--- src/rtl/alu_control_if.sv ---
// ALU control bus: decode inputs and registered results.
// The master drives operands; the slave (the ALU) returns results.
interface alu_control_if;
    logic [3:0]  func_code;
    logic [6:0]  opcode;
    logic [31:0] a;
    logic [31:0] b;
    logic [6:0]  alu_ctl;
    logic [31:0] alu_out;
    logic        branch_enable;

    modport master (
        output func_code, opcode, a, b,
        input  alu_ctl, alu_out, branch_enable
    );

    modport slave (
        input  func_code, opcode, a, b,
        output alu_ctl, alu_out, branch_enable
    );
endinterface

--- src/rtl/alu_control.sv ---
// RV32I ALU with instruction decode and branch compare.
// Decode, compute and compare are combinational; results are registered.
module alu_control (
    input  logic          clk,
    input  logic          reset,
    alu_control_if.slave  bus
);
    localparam logic [3:0] OP_AND   = 4'b0000;
    localparam logic [3:0] OP_OR    = 4'b0001;
    localparam logic [3:0] OP_ADD   = 4'b0010;
    localparam logic [3:0] OP_SRL   = 4'b0011;
    localparam logic [3:0] OP_SRA   = 4'b0100;
    localparam logic [3:0] OP_SLL   = 4'b0101;
    localparam logic [3:0] OP_SUB   = 4'b0110;
    localparam logic [3:0] OP_SLT   = 4'b0111;
    localparam logic [3:0] OP_XOR   = 4'b1000;
    localparam logic [3:0] OP_SLTU  = 4'b1001;
    localparam logic [3:0] OP_PASSB = 4'b1010;

    localparam logic [2:0] BR_NONE = 3'b000;
    localparam logic [2:0] BR_BEQ  = 3'b001;
    localparam logic [2:0] BR_BNE  = 3'b010;
    localparam logic [2:0] BR_BLT  = 3'b011;
    localparam logic [2:0] BR_BGE  = 3'b100;
    localparam logic [2:0] BR_BLTU = 3'b101;
    localparam logic [2:0] BR_BGEU = 3'b110;

    localparam logic [6:0] OPC_R      = 7'b0110011;
    localparam logic [6:0] OPC_I      = 7'b0010011;
    localparam logic [6:0] OPC_LUI    = 7'b0110111;
    localparam logic [6:0] OPC_BRANCH = 7'b1100011;

    logic [3:0]  op;
    logic [2:0]  br;
    logic [31:0] res;
    logic        taken;
    logic        eq, lt, ltu;
    logic [4:0]  shamt;

    logic [6:0]  alu_ctl_q, alu_ctl_d;
    logic [31:0] alu_out_q, alu_out_d;
    logic        br_en_q, br_en_d;

    assign eq    = (bus.a == bus.b);
    assign lt    = ($signed(bus.a) < $signed(bus.b));
    assign ltu   = (bus.a < bus.b);
    assign shamt = bus.b[4:0];

    // Decode opcode/func_code into operation and branch condition.
    always_comb begin
        op = OP_ADD;
        br = BR_NONE;
        unique case (bus.opcode)
            OPC_R: begin
                unique case (bus.func_code)
                    4'b0000: op = OP_ADD;
                    4'b1000: op = OP_SUB;
                    4'b0001: op = OP_SLL;
                    4'b0010: op = OP_SLT;
                    4'b0011: op = OP_SLTU;
                    4'b0100: op = OP_XOR;
                    4'b0101: op = OP_SRL;
                    4'b1101: op = OP_SRA;
                    4'b0110: op = OP_OR;
                    4'b0111: op = OP_AND;
                    default: op = OP_ADD;
                endcase
            end
            OPC_I: begin
                unique case (bus.func_code[2:0])
                    3'b000: op = OP_ADD;
                    3'b001: op = OP_SLL;
                    3'b010: op = OP_SLT;
                    3'b011: op = OP_SLTU;
                    3'b100: op = OP_XOR;
                    3'b101: op = bus.func_code[3] ? OP_SRA : OP_SRL;
                    3'b110: op = OP_OR;
                    default: op = OP_AND;
                endcase
            end
            OPC_LUI: op = OP_PASSB;
            OPC_BRANCH: begin
                op = OP_SUB;
                unique case (bus.func_code[2:0])
                    3'b000: br = BR_BEQ;
                    3'b001: br = BR_BNE;
                    3'b100: br = BR_BLT;
                    3'b101: br = BR_BGE;
                    3'b110: br = BR_BLTU;
                    3'b111: br = BR_BGEU;
                    default: br = BR_NONE;
                endcase
            end
            default: op = OP_ADD;
        endcase
    end

    // Compute the ALU result for the decoded operation.
    always_comb begin
        res = 32'd0;
        unique case (op)
            OP_AND:   res = bus.a & bus.b;
            OP_OR:    res = bus.a | bus.b;
            OP_ADD:   res = bus.a + bus.b;
            OP_SRL:   res = bus.a >> shamt;
            OP_SRA:   res = $unsigned($signed(bus.a) >>> shamt);
            OP_SLL:   res = bus.a << shamt;
            OP_SUB:   res = bus.a - bus.b;
            OP_SLT:   res = {31'd0, lt};
            OP_XOR:   res = bus.a ^ bus.b;
            OP_SLTU:  res = {31'd0, ltu};
            OP_PASSB: res = bus.b;
            default:  res = 32'd0;
        endcase
    end

    // Evaluate the branch condition on the current operands.
    always_comb begin
        taken = 1'b0;
        unique case (br)
            BR_BEQ:  taken = eq;
            BR_BNE:  taken = !eq;
            BR_BLT:  taken = lt;
            BR_BGE:  taken = !lt;
            BR_BLTU: taken = ltu;
            BR_BGEU: taken = !ltu;
            default: taken = 1'b0;
        endcase
    end

    assign alu_ctl_d = {br, op};
    assign alu_out_d = res;
    assign br_en_d   = taken;

    // Capture control word, result and branch flag together.
    always_ff @(posedge clk or posedge reset) begin
        if (reset) begin
            alu_ctl_q <= 7'd0;
            alu_out_q <= 32'd0;
            br_en_q   <= 1'b0;
        end else begin
            alu_ctl_q <= alu_ctl_d;
            alu_out_q <= alu_out_d;
            br_en_q   <= br_en_d;
        end
    end

    assign bus.alu_ctl       = alu_ctl_q;
    assign bus.alu_out       = alu_out_q;
    assign bus.branch_enable = br_en_q;
endmodule

--- src/flat_wrapper.sv ---
// flat-port wrapper written by rule: the top's interface ports become plain ports
module alu_control_flat 
  (clk, reset, bus_func_code, bus_opcode, bus_a, bus_b, bus_alu_ctl, bus_alu_out, bus_branch_enable);
  alu_control_if bus_i ();
  input  logic clk;
  input  logic reset;
  input wire logic [$bits(bus_i.func_code)-1:0] bus_func_code;
  input wire logic [$bits(bus_i.opcode)-1:0] bus_opcode;
  input wire logic [$bits(bus_i.a)-1:0] bus_a;
  input wire logic [$bits(bus_i.b)-1:0] bus_b;
  output wire logic [$bits(bus_i.alu_ctl)-1:0] bus_alu_ctl;
  output wire logic [$bits(bus_i.alu_out)-1:0] bus_alu_out;
  output wire logic [$bits(bus_i.branch_enable)-1:0] bus_branch_enable;
  assign bus_i.func_code = bus_func_code;
  assign bus_i.opcode = bus_opcode;
  assign bus_i.a = bus_a;
  assign bus_i.b = bus_b;
  assign bus_alu_ctl = bus_i.alu_ctl;
  assign bus_alu_out = bus_i.alu_out;
  assign bus_branch_enable = bus_i.branch_enable;
  alu_control u_core (.clk(clk), .reset(reset), .bus(bus_i));
endmodule
--- config.mk ---
export PLATFORM = sky130hd
export DESIGN_NAME = alu_control_flat
export DESIGN_NICKNAME = d
export VERILOG_FILES = /design/src/rtl/alu_control_if.sv /design/src/rtl/alu_control.sv /design/src/flat_wrapper.sv
export SDC_FILE = /design/constraint.sdc
export NUM_CORES = 1
export LEC_CHECK = 0
export BUFFER_PORTS_ARGS = -buffer_cell sky130_fd_sc_hd__buf_2
export CAP_MARGIN = 0
export CORE_MARGIN = 2
export CORE_UTILIZATION = 45
export DETAILED_ROUTE_END_ITERATION = 7
export MAX_ROUTING_LAYER = met4
export SYNTH_ARGS = -nofsm -noshare
export SYNTH_HDL_FRONTEND = slang
export SYNTH_SLANG_ARGS = --single-unit
--- constraint.sdc ---
create_clock -name clk -period 1.3 [get_ports clk]
set_input_delay 0 -clock clk [delete_from_list [all_inputs] [get_ports clk]]
set_output_delay 0 -clock clk [all_outputs]
set_load 0.03 [all_outputs]
Yosys cells after proc, flatten, opt, wreduce, memory -nomap -nowiden
Memory sizes are Yosys's and may differ from the RTL's.
Index checks and enable logic that the tools add are counted.

storage, ports and cells
  register bits = 40
  ROM bits = 64
  input port bits = 77
  output and inout bits = 40
  logic and storage cells = 54
  memories = 1

memories
  memory            depth  width  rd ports  clocked after Yosys merged registers in  wr ports  line               text
  (name not given)  16     4      1         0                                        0         alu_control.sv:55  unique case (bus.func_code)

operators by class
  $add $sub $neg = 2
  order comparisons = 2
  equal/unequal tests = 28
  shifts and indexed selects = 3
  muxes and demuxes = 7
  bitwise operators = 3
  reduce and logical (&&, ||, !) cells = 5

operators with widths
  cell                count
  $pmux 32 s11        1
  $lt 32x32->1        2
  $add 32x32->32      1
  $and 32x32->32      1
  $eq 32x32->1        1
  $or 32x32->32       1
  $shl 32x5->32       1
  $shr 32x5->32       1
  $sshr 32x5->32      1
  $sub 32x32->32      1
  $xor 32x32->32      1
  $pmux 4 s7          1
  $eq 3x3->1 const B  7
  $pmux 3 s6          1
  $eq 4x3->1 const B  4
  $pmux 4 s4          1
  $eq 7x6->1 const B  2
  $eq 3x2->1 const B  4
  $eq 4x4->1 const B  3
  $eq 4x2->1 const B  2
  $eq 7x5->1 const B  1
  $eq 7x7->1 const B  1
  $eq 3x1->1 const B  2
  $mux 3              2
  5 further kinds     7

Depth between registers and ports, before layout
  depth after elaboration = 5
  mapped depth = 17
  depth with buffers taken out = 12

Worst setup path after synthesis
Ideal clock, no wire load.

  path kind = input -> register
  start = input port bus_b[2]
  end = register u_core.alu_out_q[27], in the netlist u_core.bus.alu_out[27]
  setup time = 0.124 ns
  arrival time = 4.433 ns
  data required time = 1.176 ns
  setup slack = -3.257 ns
  stages = 16
  buffers on the path = 6
  cells stage by stage = clkbuf_1 -> inv_1 -> buf_1 -> clkbuf_1 -> buf_1 -> clkbuf_1 -> ha_1 -> buf_2 -> or4_4 -> a211o_1 -> a2111oi_4 -> o31ai_2 -> o31ai_4 -> a31oi_1 -> a221o_1 -> a211o_1

on the way
  word-level cells in the longest chain between the ends = 2
  elaborated cells between the ends (all ways) = 6
  classes of those cells = 2 x add/sub; 3 x shift; 1 x mux

RTL lines
  item                                    line                text
  start, declared                         flat_wrapper.sv:10  input wire logic [$bits(bus_i.b)-1:0] bus_b;
  $sub 32x32->32 (tied with other cells)  alu_control.sv:108  OP_SUB: res = bus.a - bus.b;
  $pmux 32 s11 *                          alu_control.sv:101  unique case (op)
  via u_core.alu_out_d[27]                alu_control.sv:41   logic [31:0] alu_out_q, alu_out_d;
  end signal, assigned                    alu_control.sv:143  alu_out_q <= alu_out_d;
  end, declared                           alu_control.sv:41

Mark *: on every way through the listed nets, which the timed path passes. The rest lies on a longest branch.

Worst setup path after layout
  start = input port bus_func_code[0]
  end = register u_core.alu_out_q[29], in the netlist u_core.bus.alu_out[29]

on the way
  word-level cells in the longest chain between the ends = 5
  elaborated cells between the ends (all ways) = 22
  classes of those cells = 16 x eq/ne; 3 x mux; 2 x reduce/logical; 1 x memory

RTL lines
  item                                                                  line                text
  start, declared                                                       flat_wrapper.sv:7   input wire logic [$bits(bus_i.func_code)-1:0] bus_func_code;
  parallel branches: the longest is 2 deep, another holds $mem_v2 16x4  -
  $pmux 4 s4 *                                                          alu_control.sv:53   unique case (bus.opcode)
  $eq 4x4->1 (tied with other cells)                                    alu_control.sv:101
  $pmux 32 s11 *                                                        alu_control.sv:101
  via u_core.alu_out_d[29]                                              alu_control.sv:41

Mark *: on every way through the listed nets, which the timed path passes.

==> results.tsv <==
metric	value	unit
Area after DPL	0.01603	mm²
first drt pass iteration count	8	
Final ANT Viol Nets	0	
pin count of the biggest net entering global routing	69	
largest vdd supply drop	0.0005118	V
Crit Path Class	primary input to register	
Synth area leader	ha_1	
maxcap violations	0	
RSZ-0062 raised after global routing	true	
outcome	complete, but fails checks	
Clock Root Buffer	clkbuf_16	
syn avg cell area	7.040	µm²
Leakage	8.884	nW
initial drt markers	3027	
DP HPWL	49.30	mm
share of power burned in combinational logic	72.6	%
Gate Count Post-Synth	1511	
Post-Route Utilization	82.08	%
placed cells	2425	
CTS buffer count	5	
Ys Warns	0	
#FFs+latches synth	40	
top cell type's share of synthesized area	12.59	%
row count	56	
Final nets	2397	
Hold Fails Final Rpt	0	
Core ar.	0.02333	mm²
Max FO, Critical Path	4	
highest clock rate	349.8	MHz
Starting Density	45.59	%
Via-to-Cell Ratio	6.824	
Net Sw Frac	48.25	%
switching power	5.517	mW
post-synth cell types	77	
Clock Pin Slew Worst Setup and Hold Paths	0.08	ns
drt total wl	71.23	mm
Tmin final	2.858	ns
path type of the worst min-delay path	primary input to register	
final period utilization	219.9	%
Seq pwr share	13.3	%
CP max stage cell	o41ai_1	
critical path launch point type	primary input	
max incr delay on CP	0.61	ns
layout cells sized above 1	51.36	%
Clock power frac	14.2	%
die area	0.02489	mm²
clock sinks	40	
DRC violation count after routing	1	
max_slew headroom	43.12	%
Finished Layout Cells	2540	
Max H-tree Level	2	
DR WL/cell	28.04	µm
top post-synthesis cells by count	nor2_1, a21oi_1, nand2_1	
syn_nets	1697	
vias in the first global route	15740	
register area share after synthesis	9.410	%
failing checks	design-rule violations, negative setup slack	
hold path startpoint	bus_b[9]	
final worst slack	-1.558	ns
routed vias	17330	
TritonCTS clock tree	done	
synth top area cells	ha_1, dfrtp_1, mux4_2, a21oi_1, nor2_1	
IO buf count	116	
crit-path leading delay family	compound AO/OA/AOI/OAI gates	
Die X	157.8	µm
Worst Path Arrival	3.10	ns
FFs w/ async S/R, synth	100.0	%
synthesized area	0.01064	mm²
critical path, cell by cell	buf_8 > clkinvlp_4 > ha_4 > mux2i_4 > a311oi_2 > buf_4 > nor3_4 > o211ai_1 > buf_4 > o41ai_1 > a2111oi_1 > buf_4 > nor3b_1 > a31oi_1	
cell internal pwr	5.916	mW
gr ovfl total	0	
RePlAce Congestion	1.130	
Finished Cell Area	0.01915	mm²
CP Buf/Inv Count	5	
synth-to-layout area growth	80.04	%
CP Capture Type	register	
CP required	1.54	ns
Worst path most repeated cell	buf_4	
setup violators final	38	
Least-Margin Pin Slew	0.8443	ns
Top FF cell, synth	dfrtp_1	
CP startpoint	bus_func_code[0]	
fin. max-slew vios	0	
most common cell in the netlist	nor2_1	
global-route wire length before repair	96.28	mm
P per Cell Area	597.0	mW/mm²
# IOs	117	
clock buffer depth	2	
pre-CTS WS	-1.876	ns
Tot GR Track Use	53.53	%
number of synthesized flops with an enable pin	0	
initial antenna violation count	8	
Die Y	157.8	µm
Final Hold Slack	0.1018	ns
-- flip-flops by register name (all words and copies together) (netlist names) --
name and count:
u_core.bus.alu_out 32, u_core.bus.branch_enable 1, u_core.bus.alu_ctl 7
-- what timing repair did --
| action | in CTS | in global routing |
|---|---|---|
| endpoints found under the setup margin | 35 | 37 |
| gates resized for setup | 329 | 138 |
| buffers inserted | 70 | 45 |
| hold buffers | 1 | 0 |
| pin swaps | 123 | 99 |
| hold endpoints to repair | 16 | 0 |
| gates cloned | 5 | 0 |
-- stage by stage --
step,setup TNS (ns),power (mW)
2_1_floorplan,-43.00,4.822
3_3_place_gp,-53.25,8.107
3_5_place_dp,-55.29,8.200
4_1_cts,-33.80,10.53
5_1_grt,-44.16,11.67
6_report,-43.35,11.43
-- placed cells by master, fill, tap and decap left out, drive strengths merged, types with 12 or more instances in the layout --
cell type	count
buf	803
nor2	179
a21oi	142
nand2	129
o21ai	112
ha	107
inv	100
mux2i	48
dfrtp	40
o22ai	39
nand3	39
mux4	36
nor3	34
a21o	25
o211ai	24
a211oi	24
a31oi	20
a221oi	20
mux2	18
o31ai	17
nand2b	14
o21bai	13
a211o	13
or3	13
a22oi	12
-- cell type report --
cell class / instances / area, µm²
tap: 319 / 399.1
clock buffer: 5 / 125.1
timing repair buffer: 808 / 6565
inverter: 102 / 416.7
clock inverter: 3 / 46.29
sequential: 40 / 1001
multi-input combinational: 1254 / 10580
fill: 1518 / 4180
antenna: 9 / 22.52
-- kinds of logic after synthesis --
group	Yosys count	synth area share [%]
AO/OA/AOI/OAI	560	34.98
flip-flops	40	9.410
buffers and inverters	217	7.833
adder cells (fa/ha/maj)	109	12.96
AND/OR/NAND/NOR	479	20.44
XOR/XNOR	4	0.3294
multiplexers	102	14.04
-- path summary, 6_finish.rpt --
path	to	slack (ns)	cells past startpoint
worst max-delay path	u_core.bus.alu_out[29]	-1.56	14
worst min-delay path	u_core.bus.alu_out[9]	0.10	4
max in group asynchronous	u_core.bus.alu_out[12]	0.49	4
min in group asynchronous	u_core.bus.alu_out[24]	0.25	3
-- metal layers --
| metal | global-route usage (%) | share of wire, % |
|---|---|---|
| met3 | 14.51 | 14 |
| met4 | 37.10 | 10 |
| met2 | 80.06 | 42 |
| met5 | - | 0 |
| met1 | 62.33 | 34 |
-- power groups by stage --
stage,combinational [mW],sequential (mW),clock (mW)
after floorplan,2.95,1.87,0
after global routing,8.52,1.52,1.62
after global placement,6.59,1.52,0
final,8.30,1.52,1.62
after detailed placement,6.68,1.52,0
after CTS,7.45,1.50,1.58
No activity file was read; power rests on OpenSTA's default activity.
